## src/rtl/demux_rr_dispatch_v.sv

```systemverilog
// Round-robin burst dispatcher for a 1:4 demux: arbitrates among ready destinations,
// holds the select for BURST_LEN words, then hands the slot to the next destination.
module demux_rr_dispatch_v #(
  parameter int DATA_W    = 8,
  parameter int BURST_LEN = 4
) (
  input  logic              i_clk,
  input  logic              i_rst_n,
  input  logic              i_valid,
  input  logic [DATA_W-1:0] i_data,
  output logic              o_ready,
  input  logic [3:0]        i_dst_ready,
  output logic [1:0]        o_sel_code,
  output logic [3:0]        o_dst_valid,
  output logic [DATA_W-1:0] o_dst_data,
  output logic              o_busy,
  output logic              o_burst_done
);

  localparam logic [0:0] ST_IDLE  = 1'b0;
  localparam logic [0:0] ST_BURST = 1'b1;
  localparam logic [7:0] LAST_IDX = 8'(BURST_LEN - 1);

  logic [0:0] state_q, state_d;
  logic [1:0] ptr_q, ptr_d;
  logic [1:0] sel_q, sel_d;
  logic [7:0] count_q, count_d;
  logic       done_q, done_d;

  logic       in_burst_s;
  logic       xfer_s;
  logic [2:0] grant_s;

  // Returns {any_request, index}; search starts just after ptr and wraps back to ptr.
  function automatic logic [2:0] rr_pick(input logic [1:0] ptr, input logic [3:0] req);
    logic [7:0] dbl;
    logic [3:0] rot;
    logic [1:0] off;
    dbl = {req, req};
    rot = 4'(dbl >> (3'(ptr) + 3'd1));
    casez (rot)
      4'b???1: off = 2'd0;
      4'b??10: off = 2'd1;
      4'b?100: off = 2'd2;
      4'b1000: off = 2'd3;
      default: off = 2'd0;
    endcase
    return {|req, ptr + 2'd1 + off};
  endfunction

  assign in_burst_s = (state_q == ST_BURST);
  assign xfer_s     = in_burst_s & i_valid & i_dst_ready[sel_q];
  assign grant_s    = rr_pick(ptr_q, i_dst_ready);

  // Next-state and burst bookkeeping.
  always_comb begin
    state_d = state_q;
    ptr_d   = ptr_q;
    sel_d   = sel_q;
    count_d = count_q;
    done_d  = 1'b0;
    case (state_q)
      ST_IDLE: begin
        if (i_valid && grant_s[2]) begin
          sel_d   = grant_s[1:0];
          count_d = 8'd0;
          state_d = ST_BURST;
        end else begin
          state_d = ST_IDLE;
        end
      end
      ST_BURST: begin
        if (xfer_s) begin
          count_d = count_q + 8'd1;
          if (count_q == LAST_IDX) begin
            state_d = ST_IDLE;
            ptr_d   = sel_q;
            done_d  = 1'b1;
          end else begin
            state_d = ST_BURST;
          end
        end else begin
          state_d = ST_BURST;
        end
      end
      default: begin
        state_d = ST_IDLE;
      end
    endcase
  end

  // State registers; ptr resets to 3 so the first grant after reset favours destination 0.
  always_ff @(posedge i_clk or negedge i_rst_n) begin
    if (!i_rst_n) begin
      state_q <= ST_IDLE;
      ptr_q   <= 2'd3;
      sel_q   <= 2'd0;
      count_q <= 8'd0;
      done_q  <= 1'b0;
    end else begin
      state_q <= state_d;
      ptr_q   <= ptr_d;
      sel_q   <= sel_d;
      count_q <= count_d;
      done_q  <= done_d;
    end
  end

  // Handshake outputs follow the live destination ready and source valid.
  always_comb begin
    o_dst_valid = 4'b0000;
    o_ready     = 1'b0;
    if (in_burst_s) begin
      o_ready     = i_dst_ready[sel_q];
      o_dst_valid = 4'({3'b000, i_valid}) << sel_q;
    end else begin
      o_ready     = 1'b0;
      o_dst_valid = 4'b0000;
    end
  end

  assign o_sel_code   = sel_q;
  assign o_dst_data   = i_data;
  assign o_busy       = in_burst_s;
  assign o_burst_done = done_q;

endmodule

```

## config.mk

```make
export PLATFORM = sky130hd
export DESIGN_NAME = demux_rr_dispatch_v
export DESIGN_NICKNAME = d
export VERILOG_FILES = /design/src/rtl/demux_rr_dispatch_v.sv
export SDC_FILE = /design/constraint.sdc
export NUM_CORES = 1
export LEC_CHECK = 0
export CORE_ASPECT_RATIO = 0.8
export CORE_MARGIN = 4
export CORE_UTILIZATION = 48
export CTS_CLUSTER_DIAMETER = 30
export CTS_CLUSTER_SIZE = 20
export DETAILED_ROUTE_END_ITERATION = 10
export HOLD_SLACK_MARGIN = 0.03
export PLACE_DENSITY = 0.83
export SLEW_MARGIN = 20
export SYNTH_ARGS = -nofsm -noshare
export SYNTH_HDL_FRONTEND = slang
export SYNTH_SLANG_ARGS = --single-unit
export TNS_END_PERCENT = 50
```

## constraint.sdc

```tcl
create_clock -name i_clk -period 4.3 [get_ports i_clk]
set_input_delay 0.86 -clock i_clk [delete_from_list [all_inputs] [get_ports i_clk]]
set_output_delay 0.86 -clock i_clk [all_outputs]
set_load 0.01 [all_outputs]
```

==> qor.txt <==
run status: finished, final reports clean
post-synthesis async set-or-reset flop share: 1.00
Pwr per Cell Area: 541 mW/mm2
postcts setup bufs: 0
# Max-Cap Violations: 0
initial antenna violation count: 0
Die W: 58.6 um
vias in the first global route: 756
register area: 353 um2
post-cts resize count: 0
vias post-DR: 808
min setup slack post-route: 0.970 ns
Yosys reg bits: 14
first-pass GRT wire length: 3380 um
RSZ-0062 raised after global routing: no
cells after synthesis: 110
Root Buffer: clkbuf_4
ANT cells: 0
Slew Limit Headroom: 0.606
final setup skew: 0.00365 ns
leak pwr: 0.477 nW
post-synth top area share: 0.306
cell class contributing the biggest share of worst-path delay: buffers and inverters
Synth area leaders: dfrtp_1 31%, buf_4 6.9%, mux2i_1 6.1%
clk sinks: 14
antenna-violating nets left: 0
setup TNS: 0 ns
Unique masters post-synth: 42
gr ovfl total: 0
CP peak stage delay: 0.55 ns
Critical-path top delay cell: clkdlybuf4s50_1
Worst Path Arrival: 2.47 ns
drt pass-1 iters: 4
CTS max path bufs: 2
final worst path period share: 0.774
nets: 133
die area: 0.00284 mm2
GPL Wtd Cong: 0.790
share of cells above drive strength 1: 0.0877
Period minus WS final: 3.33 ns
io pins: 32
crit path cell chain: clkdlybuf4s50_1 -> mux2i_1 -> nand2_1 -> and3_1 -> clkdlybuf4s50_1
Worst-path clk slew: 0.07 ns
gr usage total: 0.152
footprint of the multi-input gates: 517 um2
wire per inst: 14.3 um
CTS Hold Buffers Added: 0
largest net degree at the start of global routing: 15
Primary FF master, synth: dfrtp_1
final hold vios: 0
CTS tree: built
routed wire length: 1980 um
CTS Buf Count: 3
Final Setup Violations: 0
PortBufs: 15
dpl hpwl: 1520 um
max-slew violation count: 0
WHS: 0.533 ns
peak supply drop: 0.000324 V
Post-Syn Area: 982 um2
FP Rows: 14
initial DRC count: 26
EDFF count, synth: 0
Clk Latency, worst-skew pair: 0.28 ns
# fillers: 175
DRC: 0
drt via density: 5.86
Seq/Total Area, Yosys: 0.359
Buf+Inv Stages, Crit Path: 2
Die Y: 48.5 um
Max Clk Rate: 0.300 GHz
Synth-to-Final Area Change: 10.7%
core region area: 0.00191 mm2
worst slew pin tran: 0.589 ns
pre-CTS setup slack: 0.978 ns
Initial Utilization: 0.514
critical path class: input port to output port
crit end category: output port
Req. time, crit path: 3.44 ns
post-synth top area cell: dfrtp_1
CTS H-tree depth: 1
worst min path class: register to register
crit-path max FO: 9
Power Total: 0.000589 W
Syn. warnings: 0
most frequent CP cell: clkdlybuf4s50_1
startpoint class of the critical path: input port
syn_nets: 127
Avg Cell Area, Syn: 8.93 um2
through the flow:
| step | area (um2) | cells | util |
|---|---|---|---|
| 4_1_cts | 1090 | 138 | 0.569 |
| 2_1_floorplan | 982 | 110 | - |
| 5_1_grt | 1090 | 138 | 0.569 |
| 3_3_place_gp | 1060 | 135 | 0.558 |
| 3_5_place_dp | 1060 | 135 | 0.558 |
| 6_report | 1090 | 138 | 0.569 |
layout by cell type (no fill, tap or decap), drive strengths merged, types with 3 or more instances in the layout:
cell type,instances
clkdlybuf4s50,15
dfrtp,12
nand2,10
nor2,8
nand3,8
mux2i,6
inv,4
a21oi,4
nor2b,3
nand2b,3
or4,3
o21ai,3
clkbuf,3
layer usage:
| metal | track usage | share of wire | vias up |
|---|---|---|---|
| li1 | - | - | 400 |
| met1 | 0.195 | 0.43 | 376 |
| met2 | 0.240 | 0.49 | 23 |
| met3 | 0.0532 | 0.075 | 9 |
| met4 | 0.0491 | 0.0086 | 0 |
| met5 | 0 | 0 | - |
worst reg2reg max path, cell delays in order (launching register included):
cell and delay, ns:
dfrtp_1 0.47, nand3b_1 0.28, o22ai_1 0.43, nand4_1 0.36, mux2_2 0.36
report_power, final:
group	internal [W]	switching [W]
combinational	0.000146	0.000132
clock	0.0000325	0.0000384
sequential	0.000176	0.0000645
state kept, by name, summed over array words and instances, names as in the netlist:
signal and flops:
count_q 8, o_sel_code 2, ptr_q 2, o_burst_done 1, o_busy 1
layout make-up:
cell class	instances	share of cell area
Multi-Input combinational cell	78	0.475
Clock buffer	3	0.0207
Timing Repair Buffer	15	0.138
Inverter	4	0.0138
Tap cell	24	0.0276
Sequential cell	14	0.325
Yosys cell counts, types with 2 or more instances:
| master | count |
|---|---|
| a21oi_1 | 4 |
| and2_1 | 2 |
| buf_2 | 3 |
| buf_4 | 9 |
| dfrtp_1 | 12 |
| dfstp_2 | 2 |
| ha_1 | 2 |
| inv_1 | 4 |
| mux2i_1 | 6 |
| nand2_1 | 10 |
| nand2b_1 | 3 |
| nand3_1 | 7 |
| nand4_1 | 2 |
| nor2_1 | 8 |
| nor2b_1 | 3 |
| nor4b_1 | 2 |
| o21ai_0 | 3 |
| o21bai_1 | 2 |
| or4_1 | 3 |
cell families (layout without fill, tap and decap cells):
kind of cell               count (synthesis)  count (layout)  share of synthesized area
adders and majority gates                  2               2                     0.0255
DFF                                       14              14                      0.359
AOI/OAI and AO/OA                         20              20                      0.153
buffers and inverters                     18              22                      0.115
and+or+nand+nor                           49              49                      0.275
muxes                                      7               7                     0.0726
worst paths after layout:
kind                       slack (ns)            from         end  depth (start not counted)
setup / recovery                 0.97  i_dst_ready[3]     o_ready                          5
hold / removal                   0.53      count_q[4]  count_q[4]                          1
setup reg to reg                 2.33   o_sel_code[1]    ptr_q[1]                          4
hold reg to reg                  0.53      count_q[4]  count_q[4]                          1
max in group asynchronous        2.96         i_rst_n      o_busy                          1
min in group asynchronous        0.95         i_rst_n  count_q[6]                          1
Power figures use the tool's default switching activity.
